File: src/rtl/ts_pkg.sv
// ts_pkg: shared constants and types for the MPEG-TS FIFO reader.
package ts_pkg;

  localparam logic [7:0] TS_SYNC_BYTE = 8'h47;
  localparam int         TS_PKT_LEN   = 188;

  typedef enum logic {
    HUNT = 1'b0,
    LOCK = 1'b1
  } ts_state_t;

  typedef logic [7:0] ts_byte_t;

endpackage

File: src/rtl/ts_bit_shifter.sv
// ts_bit_shifter: MSB-first 8-bit assembly register with bit count and full flag.
// A take and a shift in the same cycle leave the new bit as the first bit of the next byte.
module ts_bit_shifter
  import ts_pkg::*;
(
  input  logic       clk_sys,
  input  logic       rst_b,
  input  logic       clear,
  input  logic       shift_en,
  input  logic       bit_in,
  input  logic       take,
  output ts_byte_t   data,
  output logic [3:0] count,
  output logic       full
);

  assign full = (count == 4'd8);

  // shift register and bit counter
  always_ff @(posedge clk_sys or negedge rst_b) begin
    if (!rst_b) begin
      data  <= '0;
      count <= '0;
    end else if (clear) begin
      count <= '0;
    end else begin
      if (shift_en) begin
        data <= {data[6:0], bit_in};
      end
      case ({take, shift_en})
        2'b11:   count <= 4'd1;
        2'b10:   count <= 4'd0;
        2'b01:   count <= count + 4'd1;
        default: count <= count;
      endcase
    end
  end

endmodule

File: src/rtl/ts_fifo_reader.sv
// ts_fifo_reader: read side of a 1-bit FIFO; finds MPEG-TS byte alignment and
// streams packet bytes with SOP/EOP markers over a valid/ready interface.
// Optional feature: define TS_SYNC_CHECK_EN to check the header byte of every
// packet while locked and drop back to HUNT on a mismatch.
//
// state | meaning
// HUNT  | 8-bit sliding window searches the bit stream for SYNC_BYTE
// LOCK  | byte aligned; bits assembled into bytes, packet index counted
module ts_fifo_reader
  import ts_pkg::*;
#(
  parameter logic [7:0] SYNC_BYTE = TS_SYNC_BYTE,
  parameter int         PKT_LEN   = TS_PKT_LEN
) (
  input  logic     CLOCK,
  input  logic     RESET_N,
  input  logic     FIFO_Q,
  input  logic     FIFO_EMPTY,
  output logic     FIFO_RDREQ,
  output ts_byte_t BYTE_DATA,
  output logic     BYTE_VALID,
  input  logic     BYTE_READY,
  output logic     BYTE_SOP,
  output logic     BYTE_EOP,
  output logic     LOCKED,
  output logic     SYNC_ERR
);

  localparam int               IDX_W    = (PKT_LEN > 1) ? $clog2(PKT_LEN) : 1;
  localparam logic [IDX_W-1:0] LAST_IDX = IDX_W'(PKT_LEN - 1);

  ts_state_t        state, state_next;
  logic             rd_pending;
  ts_byte_t         window, window_next, window_seed;
  logic [IDX_W-1:0] pkt_idx, idx_next;
  ts_byte_t         sh_data, load_data;
  logic [3:0]       sh_count;
  logic             sh_full, sh_take, sh_clear, sh_shift;
  logic             capture, drain, out_free;
  logic [4:0]       in_flight;
  logic             out_load, load_sop, load_eop;
  logic             sync_bad, sync_err, win_load;

  assign capture     = rd_pending;
  assign drain       = BYTE_VALID && BYTE_READY;
  assign out_free    = !BYTE_VALID || BYTE_READY;
  // bits held in the shifter, the output register and the one still in flight
  assign in_flight   = {1'b0, sh_count} + (BYTE_VALID ? 5'd8 : 5'd0) + {4'd0, rd_pending};
  assign window_next = capture ? {window[6:0], FIFO_Q} : window;
  // a rejected header seeds the window, plus any bit landing on the same edge
  assign window_seed = capture ? {sh_data[6:0], FIFO_Q} : sh_data;
  assign sh_shift    = capture && (state == LOCK);
  assign LOCKED      = (state == LOCK);
  assign SYNC_ERR    = sync_err;

  ts_bit_shifter u_shifter (
    .clk_sys  (CLOCK),
    .rst_b    (RESET_N),
    .clear    (sh_clear),
    .shift_en (sh_shift),
    .bit_in   (FIFO_Q),
    .take     (sh_take),
    .data     (sh_data),
    .count    (sh_count),
    .full     (sh_full)
  );

  // next state, read request and output-register load decisions
  always_comb begin
    state_next = state;
    FIFO_RDREQ = 1'b0;
    sh_take    = 1'b0;
    sh_clear   = 1'b0;
    out_load   = 1'b0;
    load_data  = sh_data;
    load_sop   = 1'b0;
    load_eop   = 1'b0;
    idx_next   = pkt_idx;
    sync_bad   = 1'b0;
    win_load   = 1'b0;
    case (state)
      HUNT: begin
        sh_clear   = 1'b1;
        FIFO_RDREQ = RESET_N && !FIFO_EMPTY && !BYTE_VALID;
        if ((window_next == SYNC_BYTE) && out_free) begin
          state_next = LOCK;
          out_load   = 1'b1;
          load_data  = window_next;
          load_sop   = 1'b1;
          load_eop   = (LAST_IDX == '0);
          idx_next   = '0;
        end
      end
      LOCK: begin
        FIFO_RDREQ = RESET_N && !FIFO_EMPTY && (in_flight < 5'd16);
        if (sh_full && out_free) begin
          sh_take  = 1'b1;
          idx_next = (pkt_idx == LAST_IDX) ? '0 : pkt_idx + IDX_W'(1);
`ifdef TS_SYNC_CHECK_EN
          sync_bad = (idx_next == '0) && (sh_data != SYNC_BYTE);
`else
          sync_bad = 1'b0;
`endif
          if (sync_bad) begin
            state_next = HUNT;
            win_load   = 1'b1;
          end else begin
            out_load = 1'b1;
            load_sop = (idx_next == '0);
            load_eop = (idx_next == LAST_IDX);
          end
        end
      end
      default: state_next = HUNT;
    endcase
  end

  // state register
  always_ff @(posedge CLOCK or negedge RESET_N) begin
    if (!RESET_N) begin
      state <= HUNT;
    end else begin
      state <= state_next;
    end
  end

  // request tracking, hunt window, packet index and output register
  always_ff @(posedge CLOCK or negedge RESET_N) begin
    if (!RESET_N) begin
      rd_pending <= 1'b0;
      window     <= '0;
      pkt_idx    <= '0;
      BYTE_DATA  <= '0;
      BYTE_VALID <= 1'b0;
      BYTE_SOP   <= 1'b0;
      BYTE_EOP   <= 1'b0;
      sync_err   <= 1'b0;
    end else begin
      rd_pending <= FIFO_RDREQ;
      sync_err   <= sync_bad;
      pkt_idx    <= idx_next;
      if (win_load) begin
        window <= window_seed;
      end else if (state == HUNT) begin
        window <= window_next;
      end
      if (out_load) begin
        BYTE_DATA  <= load_data;
        BYTE_VALID <= 1'b1;
        BYTE_SOP   <= load_sop;
        BYTE_EOP   <= load_eop;
      end else if (drain) begin
        BYTE_VALID <= 1'b0;
      end
    end
  end

endmodule

File: config.mk
export PLATFORM = sky130hd
export DESIGN_NAME = ts_fifo_reader
export DESIGN_NICKNAME = d
export VERILOG_FILES = /design/src/rtl/ts_pkg.sv /design/src/rtl/ts_bit_shifter.sv /design/src/rtl/ts_fifo_reader.sv
export SDC_FILE = /design/constraint.sdc
export NUM_CORES = 1
export LEC_CHECK = 0
export CORE_ASPECT_RATIO = 1.4
export CORE_MARGIN = 2
export CORE_UTILIZATION = 40
export CTS_CLUSTER_SIZE = 16
export DETAILED_ROUTE_END_ITERATION = 10
export GPL_TIMING_DRIVEN = 0
export PLACE_DENSITY = 0.62
export SYNTH_ARGS = -nofsm -noshare
export SYNTH_HDL_FRONTEND = slang
export SYNTH_SLANG_ARGS = --single-unit
File: constraint.sdc
create_clock -name CLOCK -period 3.5 [get_ports CLOCK]
set_clock_uncertainty 0.1 [all_clocks]
set_input_delay 0.7 -clock CLOCK [delete_from_list [all_inputs] [get_ports CLOCK]]
set_output_delay 0.7 -clock CLOCK [all_outputs]
set_load 0.02 [all_outputs]
-- After elaboration in Yosys (flattened, before gate mapping)
Cells that the tools add are included.
- flip-flop bits (word level): 41
- bits of input ports: 5
- output and inout bits: 14
- logic and storage cells: 62
- $add $sub $neg: 4
- $lt $le $gt $ge: 1
- eq/ne operators: 10
- multiplexer cells: 22
- bitwise logic cells: 1
- reduce and logical (&&, ||, !) cells: 14
- operator list (operator ; number):
    $mux 8 ; 6
    $eq 8x8->1 const B ; 2
    $pmux 8 s2 ; 1
    $pmux 4 s3 ; 1
    $add 8x1->8 const B ; 1
    $eq 8x7->1 const B ; 1
    $logic_not 8->1 ; 1
    $mux 1 ; 8
    $mux 4 ; 2
    $pmux 1 s2 ; 4
    $logic_and 1x1->1 ; 7
    $add 4x4->5 ; 1
    $add 5x1->5 ; 1
    $lt 5x5->1 const B ; 1
    $add 4x1->4 const B ; 1
    $eq 2x2->1 const B ; 2
    $eq 4x4->1 const B ; 1
    $ne 4x1->1 const B ; 1
    $reduce_and 2->1 ; 2
    $eq 2x1->1 const B ; 1
    $logic_not 1->1 ; 2
    $ne 2x1->1 const B ; 1
    $ne 2x2->1 const B ; 1
    $reduce_bool 2->1 ; 1
    other kinds (2) ; 2

-- Longest topological paths before layout
- word-level depth: 8
- mapped depth: 12
- mapped depth without buffers: 10

-- Modules after synthesis
A second synthesis with hierarchy kept.
- cell total of the unflattened synthesis: 212
- area total of the unflattened synthesis: 2341.0 um^2
- by module, submodules not included (module ; times used ; cells an instance ; area each (um^2) ; seq. area each (um^2)):
    ts_fifo_reader ; 1 ; 165 ; 1709.1 ; 725.7
    ts_bit_shifter ; 1 ; 47 ; 631.9 ; 300.3

-- Worst setup path after synthesis
Ideal clock, no wire load.
- path kind: input to register
- from: in BYTE_READY
- to: reg u_shifter.count[2]
- setup time: 0.095 ns
- data arrival time: 2.260 ns
- data required time: 3.305 ns
- path slack: 1.045 ns
- cell stages on the path: 9
- path buffers: 2
- cell sequence: nor2b_1 > or2_1 > buf_6 > clkinv_1 > buf_2 > ha_1 > nor4b_1 > nand2_1 > o31ai_1
- longest elaborated chain between the ends: 7
- elaborated cells on any way between the ends: 10
- classes of those cells: 4 x eq/ne; 4 x mux; 2 x reduce/logical
- RTL lines (what ; RTL line ; RTL):
    start, declared ; ts_fifo_reader.sv:22 ; input logic BYTE_READY,
    $logic_or 1x1->1 (*) ; ts_fifo_reader.sv:46 ; assign out_free = !BYTE_VALID || BYTE_READY;
    $logic_and 1x1->1 (*) ; ts_fifo_reader.sv:96 ; if (sh_full && out_free) begin
    $mux 1 (*) ; ts_fifo_reader.sv:96 ;
    $mux 1 (*) ; ts_fifo_reader.sv:81 ; case (state)
    $eq 2x1->1 / $eq 2x2->1 (equally long branches) ; ts_bit_shifter.sv:30 ; case ({take, shift_en})
    $pmux 4 s3 ; ts_bit_shifter.sv:30 ;
    $mux 4 ; ts_bit_shifter.sv:24 ; end else if (clear) begin
    end signal, assigned ; ts_bit_shifter.sv:33 ; 2'b01: count <= count + 4'd1;
    end signal, assigned ; ts_bit_shifter.sv:34 ; default: count <= count;
    end, declared ; ts_bit_shifter.sv:13 ; output logic [3:0] count,
Mark *: on every way between the ends. The rest lies on a longest branch, timed or not.
A chain may end at the register's enable or synchronous reset.

-- Final worst setup path
- from: in BYTE_READY
- to: reg u_shifter.count[3]
Same word-level chain as after synthesis.

==> reports/results.ini <==
[clock_tree]
post_cts_buffers = 0
htreeDepth = 2
cts_buffers = 5
post_cts_resized = 0
cts_tree = built
clkSlewWorstSetupHoldPaths_ps = 80
clk_latency_ps = 290
root_buffer = clkbuf_8
hold_buffers = 0
clk_path_buf_depth = 2
cts.sinks = 41

[place]
dpl.hpwl_microns = 3050
port_buffers = 17
gp_congestion = 0.851

[timing]
min_period_ps = 3060
final_max_slew_viol_count = 0
setup_tns_ps = 0
rsz0062_at_grt = no
tightest_slew_ps = 600
setup-violations-final = 0
maxSlewHeadroom = 0.595
holdWs_ps = 222
max_freq_mhz = 327
hold_viol = 0
min_period_over_period = 0.874

[routing]
wirelength_microns = 4200
dr.pass1.iters = 4
drt_iter0_markers = 84
wl_per_cell_microns = 14.5
viasPerCell = 5.39
antenna_left = 0
num_vias = 1564
route.detailed.drc = 0

[finish]
register_area_sq_um = 1030
diodes = 0
num-nets-final = 237
drive_gt1_frac = 0.179
fillers = 508
areaGrowthSynthToFinish_pct = 17.7
multiInputGateArea_sq_um = 986

[yosys]
yosys-top-cells-count = dfrtp_1 (41), nand2_1 (25), mux2_2 (16)
yosysMostFrequentCell = dfrtp_1
synth_top_cell_by_area = dfrtp_1
async_flop_share = 1.00
netlist_area_sq_um = 2100
ys_seq_area_frac = 0.488
syn_inst = 199
synth_warnings = 0
synth_top_flop_cell = dfrtp_1
syn_avg_cell_area_sq_um = 10.6
yosysTopAreaCellShare = 0.488
yosys_register_bits = 41
synth_cell_type_count = 51
synth_edf_count = 0
syn_nets = 212
synth_area_leaders = dfrtp_1 (49%), mux2_2 (8.6%), ha_1 (4.8%), nand2_1 (4.5%), nand3_1 (2.1%)

[floorplan]
core_sq_um = 5120
start_util = 0.411
io_pins = 19
die_y_microns = 89.8
floorplan.rows = 31
dieArea_sq_um = 5870
die_w_microns = 65.3

[global_routing]
grt_max_degree = 27
grt_antenna_before_repair = 0
grtUsageTotal = 0.161
grt_pass1_wl_microns = 7360
grt.overflow.total = 0
grt_pass1_vias = 1580

[critical_path]
critPathMaxStageDelay_ps = 570
cp_top_family = simple AND/OR/NAND/NOR gates
cp_max_fo = 11
required_ps = 3600
cp.arrival_ps = 3160
path_class = input port to flop
path_cells = clkdlybuf4s50_1 -> nor2b_1 -> or2_1 -> buf_6 -> clkinv_1 -> buf_2 -> ha_1 -> nor4b_1 -> nand2_1 -> o31ai_1
critPathSlowestCell = nor4b_1
crit_buf_inv = 4
worstSetupEndpointType = flop
path_depth = 10
cp-start-kind = input port
r2r_cells = 9

[flow_run]
drv_cap = 0

[power_and_ir_drop]
p_per_area_nw_per_um2 = 541
peakVddDrop_v = 0.000506
p_leak_nw = 1.10

[status]
status = complete, no violations

[worst_hold_path]
hold_class = input port to async pin

[stage by stage]
step                      instances  cell area, sq um  setup slack, ps  total power, mW  utilization
final                           290              2480              440             1.34        0.484
after global routing            290              2480              145             1.42        0.484
after CTS                       290              2480              466             1.36        0.484
after detailed placement        283              2370              146            0.989        0.463
after global placement          282              2360             -978            0.983        0.460
after floorplan                 199              2100             1040            0.872            -
[state kept, by name (all words and copies together), names as in the netlist]
name,cells
window,8
u_shifter.data,8
BYTE_DATA,8
BYTE_EOP,1
capture,1
BYTE_SOP,1
u_shifter.count,4
BYTE_VALID,1
pkt_idx,8
LOCKED,1
[cell families (layout without fill, tap and decap cells)]
| family | after synthesis | in the layout | share of synthesized area |
|---|---|---|---|
| other cells | 1 | 1 | 0.00178 |
| fa+ha+maj | 8 | 8 | 0.0476 |
| simple gates | 69 | 69 | 0.183 |
| compound gates | 40 | 40 | 0.134 |
| buf+inv | 20 | 45 | 0.0440 |
| flops | 41 | 41 | 0.488 |
| xor+xnor | 3 | 3 | 0.0125 |
| mux | 17 | 17 | 0.0904 |
[report_power, final]
group,leakage (nW),internal (mW),switching [mW]
sequential,0.526,0.572,0.0758
clock,0.0540,0.207,0.157
combinational,0.517,0.174,0.155
total,1.10,0.953,0.388
[cell usage in the layout, fill, tap and decap left out, types with 3 or more instances in the layout]
cell / count
nor4b_1: 3
clkdlybuf4s50_1: 16
clkbuf_1: 5
nand3_1: 9
nor2_1: 7
mux2_2: 16
clkbuf_8: 5
dfrtp_1: 41
buf_2: 3
a21oi_1: 8
a31oi_1: 3
nand2_1: 25
xnor2_1: 3
or2_2: 3
o21ai_0: 5
o31ai_1: 5
inv_1: 8
and3_1: 4
ha_1: 8
o211ai_1: 5
[routing by layer]
metal	wire (microns)	global-route usage
met1	1820	0.191
met2	2170	0.275
met3	104	0.0375
met4	95	0.0625
met5	0	0
[path summary, 6_finish.rpt]
check / end / slack (ps) / from
setup / recovery: u_shifter.count[3]$_DFFE_PN0P_ / 440 / BYTE_READY
hold / removal: pkt_idx[7]$_DFFE_PN0P_ / 220 / RESET_N
setup reg to reg: u_shifter.count[3]$_DFFE_PN0P_ / 800 / BYTE_VALID$_DFFE_PN0P_
hold reg to reg: BYTE_DATA[2]$_DFFE_PN0P_ / 390 / BYTE_DATA[2]$_DFFE_PN0P_
max in group asynchronous: u_shifter.data[2]$_DFFE_PN0P_ / 2610 / RESET_N
min in group CLOCK: BYTE_DATA[2]$_DFFE_PN0P_ / 390 / BYTE_DATA[2]$_DFFE_PN0P_
[area by class of cell]
type                    instances  share of cell area
flip-flops and latches         41               0.414
multi-input cells             138               0.398
repair buffers                 18              0.0748
well taps                      66              0.0334
clock buffers                   5              0.0278
plain buffers                  10              0.0222
inverters                      10              0.0152
clock inverters                 2              0.0141
No activity file was read; power rests on OpenSTA's default activity.
